### config.mk
export PLATFORM = sky130hd
export DESIGN_NAME = uart_tx_multibyte
export DESIGN_NICKNAME = d
export VERILOG_FILES = /design/src/rtl/uart_pkg.sv /design/src/rtl/uart_baud_tick.sv /design/src/rtl/uart_tx_multibyte.sv
export SDC_FILE = /design/constraint.sdc
export NUM_CORES = 1
export LEC_CHECK = 0
export ABC_AREA = 1
export CORE_MARGIN = 4
export CORE_UTILIZATION = 62
export CTS_CLUSTER_SIZE = 30
export DETAILED_ROUTE_END_ITERATION = 10
export DONT_BUFFER_PORTS = 1
export GPL_ROUTABILITY_DRIVEN = 0
export PLACE_DENSITY_LB_ADDON = 0.2
export SLEW_MARGIN = 0
export SYNTH_ARGS = -nofsm -noshare
export SYNTH_HDL_FRONTEND = slang
export SYNTH_SLANG_ARGS = --single-unit
### constraint.sdc
create_clock -name clock -period 3.1 [get_ports clock]
set_input_delay 0.62 -clock clock [delete_from_list [all_inputs] [get_ports clock]]
set_output_delay 0.62 -clock clock [all_outputs]
set_load 0.03 [all_outputs]
### src/rtl/uart_pkg.sv
// Shared types and helpers for the UART transmitter slice.
// Build option: define UART_TX_PARITY_EN to add a parity bit after the data bits.
package uart_pkg;

  // Transmitter FSM states; the PARITY state only exists in parity builds.
  typedef enum logic [2:0] {
    ST_IDLE   = 3'd0,
    ST_START  = 3'd1,
    ST_DATA   = 3'd2,
`ifdef UART_TX_PARITY_EN
    ST_PARITY = 3'd3,
`endif
    ST_STOP   = 3'd4
  } tx_state_t;

  // Clock cycles per line bit (integer division, remainder dropped).
  function automatic int cycles_per_bit(input int freq, input int baud);
    return freq / baud;
  endfunction

  // Width of a counter that must reach n-1; never narrower than one bit.
  function automatic int counter_width(input int n);
    return (n > 1) ? $clog2(n) : 1;
  endfunction

endpackage

### src/rtl/uart_baud_tick.sv
// Bit-period counter: counts CYCLES_PER_BIT cycles per line bit and strobes
// o_bit_end on the last cycle of each bit. i_restart holds it at zero so the
// first bit after a restart is a full period long.
module uart_baud_tick
  import uart_pkg::*;
#(
  parameter int CYCLES_PER_BIT = 16
) (
  input  logic clock,
  input  logic reset,
  input  logic i_restart,
  output logic o_bit_end
);

  localparam int CNT_W = counter_width(CYCLES_PER_BIT);

  logic [CNT_W-1:0] r_count;

  assign o_bit_end = (r_count == CNT_W'(CYCLES_PER_BIT - 1));

  // Count up within a bit, wrap at the bit end, hold at zero on restart.
  always_ff @(posedge clock) begin
    // NOTE: clocked state uses non-blocking assignments so every register
    // samples pre-edge values and simulation matches the synthesised flops.
    if (reset || i_restart || o_bit_end) begin
      r_count <= '0;
    end else begin
      r_count <= r_count + 1'b1;
    end
  end

endmodule

### src/rtl/uart_tx_multibyte.sv
// Multi-character UART transmitter. One accepted word is sent as NUM_BYTES
// back-to-back characters: start bit, DATA_BITS data bits LSB first,
// optional parity bit, STOP_BITS stop bits.
// Build option: UART_TX_PARITY_EN enables the parity bit (even, or odd when
// PARITY_ODD=1). Without it PARITY_ODD has no effect.
module uart_tx_multibyte
  import uart_pkg::*;
#(
  parameter int CLOCK_FREQUENCY = 50000000,
  parameter int BAUD_RATE       = 9600,
  parameter int DATA_BITS       = 8,
  parameter int NUM_BYTES       = 2,
  parameter int STOP_BITS       = 1,
  parameter int MSB_BYTE_FIRST  = 1,
  parameter int PARITY_ODD      = 0
) (
  input  logic                           clock,
  input  logic                           reset,
  input  logic [NUM_BYTES*DATA_BITS-1:0] data,
  input  logic                           valid,
  output logic                           ready,
  output logic                           q,
  output logic                           busy,
  output logic                           done
);

  localparam int CYCLES_PER_BIT = cycles_per_bit(CLOCK_FREQUENCY, BAUD_RATE);
  localparam int WORD_BITS      = NUM_BYTES * DATA_BITS;
  localparam int BIT_IDX_W      = counter_width(DATA_BITS);
  localparam int BYTE_IDX_W     = counter_width(NUM_BYTES);

  // Elaboration-time guards on the supported parameter ranges.
  if (DATA_BITS < 5 || DATA_BITS > 9) begin : g_bad_data_bits
    $error("uart_tx_multibyte: DATA_BITS must be 5..9");
  end
  if (NUM_BYTES < 1 || NUM_BYTES > 8) begin : g_bad_num_bytes
    $error("uart_tx_multibyte: NUM_BYTES must be 1..8");
  end
  if (STOP_BITS < 1 || STOP_BITS > 2) begin : g_bad_stop_bits
    $error("uart_tx_multibyte: STOP_BITS must be 1 or 2");
  end
  if (MSB_BYTE_FIRST < 0 || MSB_BYTE_FIRST > 1) begin : g_bad_byte_order
    $error("uart_tx_multibyte: MSB_BYTE_FIRST must be 0 or 1");
  end
  if (PARITY_ODD < 0 || PARITY_ODD > 1) begin : g_bad_parity_odd
    $error("uart_tx_multibyte: PARITY_ODD must be 0 or 1");
  end
  if (CYCLES_PER_BIT < 1) begin : g_bad_rate
    $error("uart_tx_multibyte: BAUD_RATE must not exceed CLOCK_FREQUENCY");
  end

  tx_state_t             r_state;
  logic [WORD_BITS-1:0]  r_data;
  logic [DATA_BITS-1:0]  r_shift;
  logic [BIT_IDX_W-1:0]  r_bit_idx;
  logic [BYTE_IDX_W-1:0] r_byte_idx;
  logic                  r_stop_idx;
  logic                  r_q;
  logic                  r_ready;
  logic                  r_busy;
  logic                  r_done;

  logic                  w_bit_end;
  logic                  w_restart;
  logic [BYTE_IDX_W-1:0] w_char_sel;
  logic [DATA_BITS-1:0]  w_char;

  assign q     = r_q;
  assign ready = r_ready;
  assign busy  = r_busy;
  assign done  = r_done;

  // The bit timer is parked in IDLE so the start bit gets a full period.
  assign w_restart = (r_state == ST_IDLE);

  uart_baud_tick #(
    .CYCLES_PER_BIT(CYCLES_PER_BIT)
  ) u_baud_tick (
    .clock    (clock),
    .reset    (reset),
    .i_restart(w_restart),
    .o_bit_end(w_bit_end)
  );

  // Map the send order (byte index) onto the character position in the word.
  assign w_char_sel = (MSB_BYTE_FIRST != 0) ? BYTE_IDX_W'(NUM_BYTES - 1) - r_byte_idx
                                            : r_byte_idx;

  // Pick the character currently being sent out of the latched word.
  always_comb begin
    // NOTE: every combinational output gets a default before any branch;
    // a path that leaves it unassigned would infer a latch.
    w_char = '0;
    for (int i = 0; i < NUM_BYTES; i++) begin
      if (BYTE_IDX_W'(i) == w_char_sel) begin
        w_char = r_data[i*DATA_BITS +: DATA_BITS];
      end
    end
  end

`ifdef UART_TX_PARITY_EN
  logic w_parity;
  assign w_parity = (^w_char) ^ (PARITY_ODD != 0);
`endif

  // Frame sequencer: walks start/data/(parity)/stop per character and drives
  // the registered line, handshake and done outputs.
  always_ff @(posedge clock) begin
    if (reset) begin
      r_state    <= ST_IDLE;
      r_data     <= '0;
      r_shift    <= '0;
      r_bit_idx  <= '0;
      r_byte_idx <= '0;
      r_stop_idx <= 1'b0;
      r_q        <= 1'b1;
      r_ready    <= 1'b1;
      r_busy     <= 1'b0;
      r_done     <= 1'b0;
    end else begin
      r_done <= 1'b0;
      case (r_state)
        ST_IDLE: begin
          r_q <= 1'b1;
          if (valid && r_ready) begin
            r_data     <= data;
            r_bit_idx  <= '0;
            r_byte_idx <= '0;
            r_stop_idx <= 1'b0;
            r_q        <= 1'b0;
            r_ready    <= 1'b0;
            r_busy     <= 1'b1;
            r_state    <= ST_START;
          end
        end

        ST_START: begin
          if (w_bit_end) begin
            r_q       <= w_char[0];
            r_shift   <= w_char >> 1;
            r_bit_idx <= '0;
            r_state   <= ST_DATA;
          end
        end

        ST_DATA: begin
          if (w_bit_end) begin
            if (r_bit_idx == BIT_IDX_W'(DATA_BITS - 1)) begin
`ifdef UART_TX_PARITY_EN
              r_q     <= w_parity;
              r_state <= ST_PARITY;
`else
              r_q        <= 1'b1;
              r_stop_idx <= 1'b0;
              r_state    <= ST_STOP;
`endif
            end else begin
              r_q       <= r_shift[0];
              r_shift   <= r_shift >> 1;
              r_bit_idx <= r_bit_idx + 1'b1;
            end
          end
        end

`ifdef UART_TX_PARITY_EN
        ST_PARITY: begin
          if (w_bit_end) begin
            r_q        <= 1'b1;
            r_stop_idx <= 1'b0;
            r_state    <= ST_STOP;
          end
        end
`endif

        ST_STOP: begin
          if (w_bit_end) begin
            if (r_stop_idx == 1'(STOP_BITS - 1)) begin
              if (r_byte_idx == BYTE_IDX_W'(NUM_BYTES - 1)) begin
                r_state <= ST_IDLE;
                r_ready <= 1'b1;
                r_busy  <= 1'b0;
                r_done  <= 1'b1;
              end else begin
                r_byte_idx <= r_byte_idx + 1'b1;
                r_q        <= 1'b0;
                r_state    <= ST_START;
              end
            end else begin
              r_stop_idx <= r_stop_idx + 1'b1;
            end
          end
        end

        default: begin
          r_state <= ST_IDLE;
          r_q     <= 1'b1;
          r_ready <= 1'b1;
          r_busy  <= 1'b0;
        end
      endcase
    end
  end

endmodule

==> impl_metrics.env, run 1 <==
export IMPL_reg2reg_depth=8
export IMPL_grt_max_degree=32
export IMPL_post_drt_via_cell_ratio=5.06
export IMPL_crit_type="flip-flop to flip-flop"
export IMPL_clock_latency_ps=350
export IMPL_antenna_found_initial=0
export IMPL_period_share_pct=57.5
export IMPL_first_pass_iters=4
export IMPL_vias=1821
export IMPL_io_buffers=0
export IMPL_p_leak_uw=0.000948
export IMPL_grt_util_all_layers_pct=20.0
export IMPL_cts_buffers=5
export IMPL_grt_pass1_vias=1634
export IMPL_cts_buffer_depth=2
export IMPL_wl_per_cell_um=10.8
export IMPL_power_per_cell_area_nw_per_um2=792
export IMPL_worstPathArrival_ps=2040
export IMPL_drt_iter0_drc=90
export IMPL_die_h_um=67.8
export IMPL_grt_ovfl_total=0
export IMPL_status="completed"
export IMPL_ys_ff_latch=47
export IMPL_core_rowCount=21
export IMPL_hp_class="primary input to flip-flop"
export IMPL_pwr_share_seq_pct=45.0
export IMPL_hold_depth=1
export IMPL_cp_max_fo=11
export IMPL_hold_worst_slack_ps=310
export IMPL_ys_warn_count=0
export IMPL_p_comb_share_pct=37.6
export IMPL_ios=23
export IMPL_synth_area_leaders="dfxtp_1 42%, nand2_1 12%, nor2_1 8.5%"
export IMPL_yosys_area_top_type_share_pct=42.5
export IMPL_syn_avg_cell_area_um2=7.03
export IMPL_stdcell_area_um2=2280
export IMPL_holdBufCountCts=0
export IMPL_cts_root_buffer="clkbuf_4"
export IMPL_max_vdd_ir_drop_uv=389
export IMPL_slowest_stage="nand3_1"
export IMPL_critical_path_buf_inv_count=1
export IMPL_synth_common_cells="69 x nand2_1, 50 x nor2_1, 47 x dfxtp_1"
export IMPL_setup_viol=0
export IMPL_ctsResizeCount=0
export IMPL_hold_viol_final=0
export IMPL_fmax_mhz=561
export IMPL_drc=0
export IMPL_fp_dieW_um=67.8
export IMPL_ys_types=26
export IMPL_p_total_uw=1810
export IMPL_cellInternalPower_uw=1080
export IMPL_yosys_area_top_type="dfxtp_1"
export IMPL_fp_coreArea_um2=3390
export IMPL_swShare_pct=40.1
export IMPL_holdPathEnd="r_state[1]"
export IMPL_diodes=0
export IMPL_min_from="reset"
export IMPL_period_needed_ps=1780
export IMPL_synth_edf_count=0
export IMPL_rsz0062_at_grt="no"
export IMPL_placed_area_um2=2210
export IMPL_tightest_slew_ps=546
export IMPL_async_flop_share_pct=0
export IMPL_synth_net_count=337
export IMPL_place_detailed_hpwl_um=2840
export IMPL_synth_cells=315
export IMPL_ant_nets=0
export IMPL_switchingPower_uw=726
export IMPL_crit_family="simple AND/OR/NAND/NOR gates"
export IMPL_fin_worst_skew_ps=4.35
export IMPL_ys_flop_type="dfxtp_1"
export IMPL_r2r_slack_ps=1320
export IMPL_cts_tree="yes"
export IMPL_syn2layout_area_growth_pct=3.11
export IMPL_power_frac_clock_pct=17.4
export IMPL_postCtsSetupRepairBufs=0
export IMPL_crit_chain="ha_1 > nand2_1 > nor2_1 > nand3_2 > nand3_1 > inv_1 > o21ai_0 > a21oi_1"
export IMPL_cts_max_level=2
export IMPL_netlist_area_um2=2210
export IMPL_timing_rr_start="u_baud_tick.r_count[0]"
export IMPL_wirelength_um=3900
export IMPL_r2r_end="u_baud_tick.r_count[9]"
export IMPL_start_util_pct=65.3
export IMPL_grt_pass1_wl_um=6930
export IMPL_startpoint_type="flip-flop"
export IMPL_fin_util_pct=67.4
export IMPL_cts_sinks=47
export IMPL_nets=335
export IMPL_dieArea_um2=4590
export IMPL_end_kind="flip-flop"
export IMPL_slew_headroom_pct=63.6
export IMPL_required_ps=3360
export IMPL_setup_tns_ps=0
export IMPL_drv_cap=0
export IMPL_drive_gt1_share_pct=9.24
export IMPL_synth_most_common_cell="nand2_1"
export IMPL_critPathMaxStageDelay_ps=390
export IMPL_path_clk_slew_ps=120
export IMPL_drv_slew=0
export IMPL_ys_seq_area_share_pct=42.5
## cell usage in the layout, fill, tap and decap left out
| cell | n |
|---|---|
| a21oi_1 | 19 |
| buf_4 | 1 |
| clkbuf_1 | 1 |
| clkbuf_4 | 5 |
| clkbuf_8 | 2 |
| dfxtp_1 | 47 |
| ha_1 | 3 |
| inv_1 | 26 |
| inv_2 | 7 |
| nand2_1 | 69 |
| nand2_2 | 4 |
| nand2_4 | 1 |
| nand3_1 | 15 |
| nand3_2 | 2 |
| nand4_1 | 3 |
| nor2_1 | 50 |
| nor2_2 | 1 |
| nor2_4 | 4 |
| nor3_1 | 10 |
| nor3b_1 | 1 |
| o21ai_0 | 31 |
| o21ai_1 | 4 |
| o21ai_4 | 1 |
| o31ai_1 | 1 |
| or2_0 | 1 |
| or2_2 | 1 |
| xor2_1 | 4 |
## routing by layer
metal	vias to the layer above	global-route usage (%)	wire length (µm)
li1	1004	-	-
met1	784	25.5	1890
met2	26	32.0	1790
met3	7	5.49	158
met4	0	7.59	59
met5	-	0	0
## final cells by class
| cell class | count | area, µm² |
|---|---|---|
| well taps | 46 | 57.6 |
| clock buffers | 8 | 68.8 |
| flip-flops and latches | 47 | 941 |
| repair buffers | 1 | 7.51 |
| fillers | 300 | 1110 |
| multi-input cells | 225 | 1080 |
| inverters | 33 | 124 |
## power groups by stage
stage / registers, µW / logic [µW] / clock network (µW)
after global placement: 824 / 671 / 0
after global routing: 829 / 791 / 355
after CTS: 814 / 684 / 324
after detailed placement: 828 / 682 / 0
final: 814 / 680 / 315
after floorplan: 816 / 602 / 0
## through the flow
stage / std cells / setup slack, ps
2_1_floorplan: 315 / 1710
3_3_place_gp: 352 / 1350
3_5_place_dp: 352 / 1320
4_1_cts: 360 / 1320
5_1_grt: 360 / 1130
6_report: 360 / 1320
## worst max path at each step
stage,startpoint,to,cells past startpoint
3_3_place_gp,reset,u_baud_tick.r_count[9],6
6_report,u_baud_tick.r_count[0],u_baud_tick.r_count[9],8
5_1_grt,r_state[2],r_shift[5],8
4_1_cts,u_baud_tick.r_count[0],u_baud_tick.r_count[9],8
2_1_floorplan,valid,r_bit_idx[0],7
3_5_place_dp,reset,u_baud_tick.r_count[9],6
## kinds of logic (layout without fill, tap and decap cells)
kind of cell,Yosys count,in the layout,synth area share [%]
and+or+nand+nor,162,162,32.4
AOI/OAI and AO/OA,56,56,13.3
DFF,47,47,42.5
adders and majority gates,3,3,1.70
buffers and inverters,43,42,8.53
xor gates and xnor gates,4,4,1.58
## flip-flops by register name (all words and copies together), names as in the netlist
register,flops
r_data,16
u_baud_tick.r_count,13
r_shift,7
r_bit_idx,3
r_state,3
busy,1
done,1
q,1
r_byte_idx,1
ready,1
Note: power is estimated with default switching activity, not from simulation.
==> inputs of run 2 (changes only) <==
--- a/config.mk
+++ b/config.mk
@@ -7,7 +7,7 @@
 export LEC_CHECK = 0
 export ABC_AREA = 1
 export CORE_MARGIN = 4
-export CORE_UTILIZATION = 62
+export CORE_UTILIZATION = 56
 export CTS_CLUSTER_SIZE = 30
 export DETAILED_ROUTE_END_ITERATION = 10
 export DONT_BUFFER_PORTS = 1
==> constraint.sdc (replaced) <==
create_clock -name clock -period 1.5 [get_ports clock]
set_input_delay 0.3 -clock clock [delete_from_list [all_inputs] [get_ports clock]]
set_output_delay 0.3 -clock clock [all_outputs]
set_load 0.03 [all_outputs]
==> impl_metrics.env, run 2 (synthesized netlist as in run 1, its figures left out) <==
export IMPL_grt_max_degree=31
export IMPL_max_vdd_ir_drop_uv=745
export IMPL_drv_slew=0
export IMPL_cts_sinks=47
export IMPL_clock_latency_ps=290
export IMPL_ios=23
export IMPL_drive_gt1_share_pct=19.1
export IMPL_hold_worst_slack_ps=66.2
export IMPL_layout_common_cells="65 x nand2_1, 46 x nor2_1, 42 x dfxtp_1, 28 x o21ai_0, 25 x inv_1"
export IMPL_cts_max_level=2
export IMPL_dp_cells=365
export IMPL_tightest_slew_ps=352
export IMPL_fp_dieW_um=70.9
export IMPL_antenna_found_initial=0
export IMPL_ant_nets=0
export IMPL_multi_input_area_um2=1150
export IMPL_reg2reg_depth=7
export IMPL_period_needed_ps=1410
export IMPL_die_h_um=70.9
export IMPL_ff_latch_area_um2=947
export IMPL_grt_util_all_layers_pct=18.8
export IMPL_required_ps=1720
export IMPL_post_drt_via_cell_ratio=5.20
export IMPL_slew_headroom_pct=76.5
export IMPL_largest_register_ff_count=16
export IMPL_p_leak_uw=0.00105
export IMPL_wl_per_cell_um=12.2
export IMPL_final_common_cell="nand2_1"
export IMPL_nFillCells=341
export IMPL_syn2layout_area_growth_pct=14.1
export IMPL_power_per_cell_area_nw_per_um2=1670
export IMPL_reg_top3="r_data x16, u_baud_tick.r_count x13, r_shift x7"
export IMPL_end_kind="flip-flop"
export IMPL_io_buffers=0
export IMPL_cp_max_fo=7
export IMPL_largest_register="r_data"
export IMPL_fin_util_pct=67.5
export IMPL_path_clk_slew_ps=80
export IMPL_diodes=0
export IMPL_dieArea_um2=5020
export IMPL_cts_tree="yes"
export IMPL_wirelength_um=4630
export IMPL_grt_pass1_wl_um=7720
export IMPL_nets=352
export IMPL_cts_root_buffer="clkbuf_8"
export IMPL_first_pass_iters=4
export IMPL_setup_viol=0
export IMPL_fp_coreArea_um2=3740
export IMPL_fin_worst_skew_ps=4.19
export IMPL_place_detailed_hpwl_um=3090
export IMPL_hold_depth=1
export IMPL_period_share_pct=94.2
export IMPL_worstPathArrival_ps=1630
export IMPL_fmax_mhz=708
export IMPL_drc=0
export IMPL_start_util_pct=59.2
export IMPL_core_rowCount=22
export IMPL_holdBufCountCts=0
export IMPL_drv_cap=0
export IMPL_startpoint_type="flip-flop"
export IMPL_drt_iter0_drc=95
export IMPL_grt_ovfl_total=0
export IMPL_grt_pass1_vias=1830
export IMPL_status="completed"
export IMPL_cts_buffers=5
export IMPL_crit_type="flip-flop to flip-flop"
export IMPL_cts_buffer_depth=2
export IMPL_vias=1964
export IMPL_final_cells=378
export IMPL_hp_class="primary input to flip-flop"
export IMPL_hold_viol_final=0
==> run 2: cell types whose count changed in the layout (fill, tap and decap cells not counted), moves of 3 or more <==
cell      change
dfxtp_1       -5
o21ai_0       -3
clkbuf_8      +4
nor2_1        -4
clkbuf_4      -5
buf_4        +13
nor2_2        +3
nand2_1       -4
dfxtp_2       +5
==> run 2: stage by stage <==
step | worst slack (ps) | area (µm²) | power (µW) | TNS (ps)
4_1_cts | 4.33 | 2400 | 4010 | 0
3_3_place_gp | -7.63 | 2300 | 3180 | -7.63
6_report | 87.2 | 2530 | 4220 | 0
5_1_grt | -18.0 | 2530 | 4550 | -44.6
2_1_floorplan | 142 | 2210 | 2930 | 0
3_5_place_dp | -41.3 | 2300 | 3220 | -120
==> run 2: power by group <==
part           switching, µW  internal [µW]  total (µW)
Clock                    400            362         762
Combinational           1110            678        1790
Sequential               163           1510        1670
==> run 2: final cells by class <==
class	instances	share of cell area [%]
inverters	33	5.20
clock inverters	1	0.198
well taps	48	2.38
flip-flops and latches	47	37.5
repair buffers	17	5.84
clock buffers	6	3.27
multi-input cells	225	45.4
repair inverters	1	0.248
==> run 2: what timing repair did <==
action | CTS | global route
buffers inserted | 0 | 5
gates cloned | 0 | 1
pin swaps | 1 | 11
gates resized for setup | 5 | 26
setup endpoints to repair | 16 | 36
==> run 2: routing by layer <==
layer  up-vias  routed length [µm]  track usage [%]
met2        42                2270             31.4
li1       1034                   -                -
met3         9                 231             4.12
met1       879                2040             23.3
met5         -                   0                0
met4         0                  82             7.72
==> run 2: final timing paths <==
kind | from | to | slack [ps]
setup reg to reg | u_baud_tick.r_count[1] | done | 90
hold / removal | reset | r_state[1] | 70
setup / recovery | u_baud_tick.r_count[1] | done | 90
hold reg to reg | r_data[14] | r_data[14] | 450
==> run 2: worst max-delay path, stage by stage (launching register included) <==
cell and delay [ps]:
dfxtp_2 360, ha_4 150, nand2_2 60, nor2_4 120, nand3_1 240, nor2_1 190
nand2_1 90, nor2_1 140
==> inputs of run 3 (changes only) <==
--- a/config.mk
+++ b/config.mk
@@ -6,6 +6,7 @@
 export NUM_CORES = 1
 export LEC_CHECK = 0
 export ABC_AREA = 1
+export CAP_MARGIN = 30
 export CORE_MARGIN = 4
 export CORE_UTILIZATION = 56
 export CTS_CLUSTER_SIZE = 30
==> results of run 3 <==
No change in the layout: final DEF, timing and power equal those of run 2.
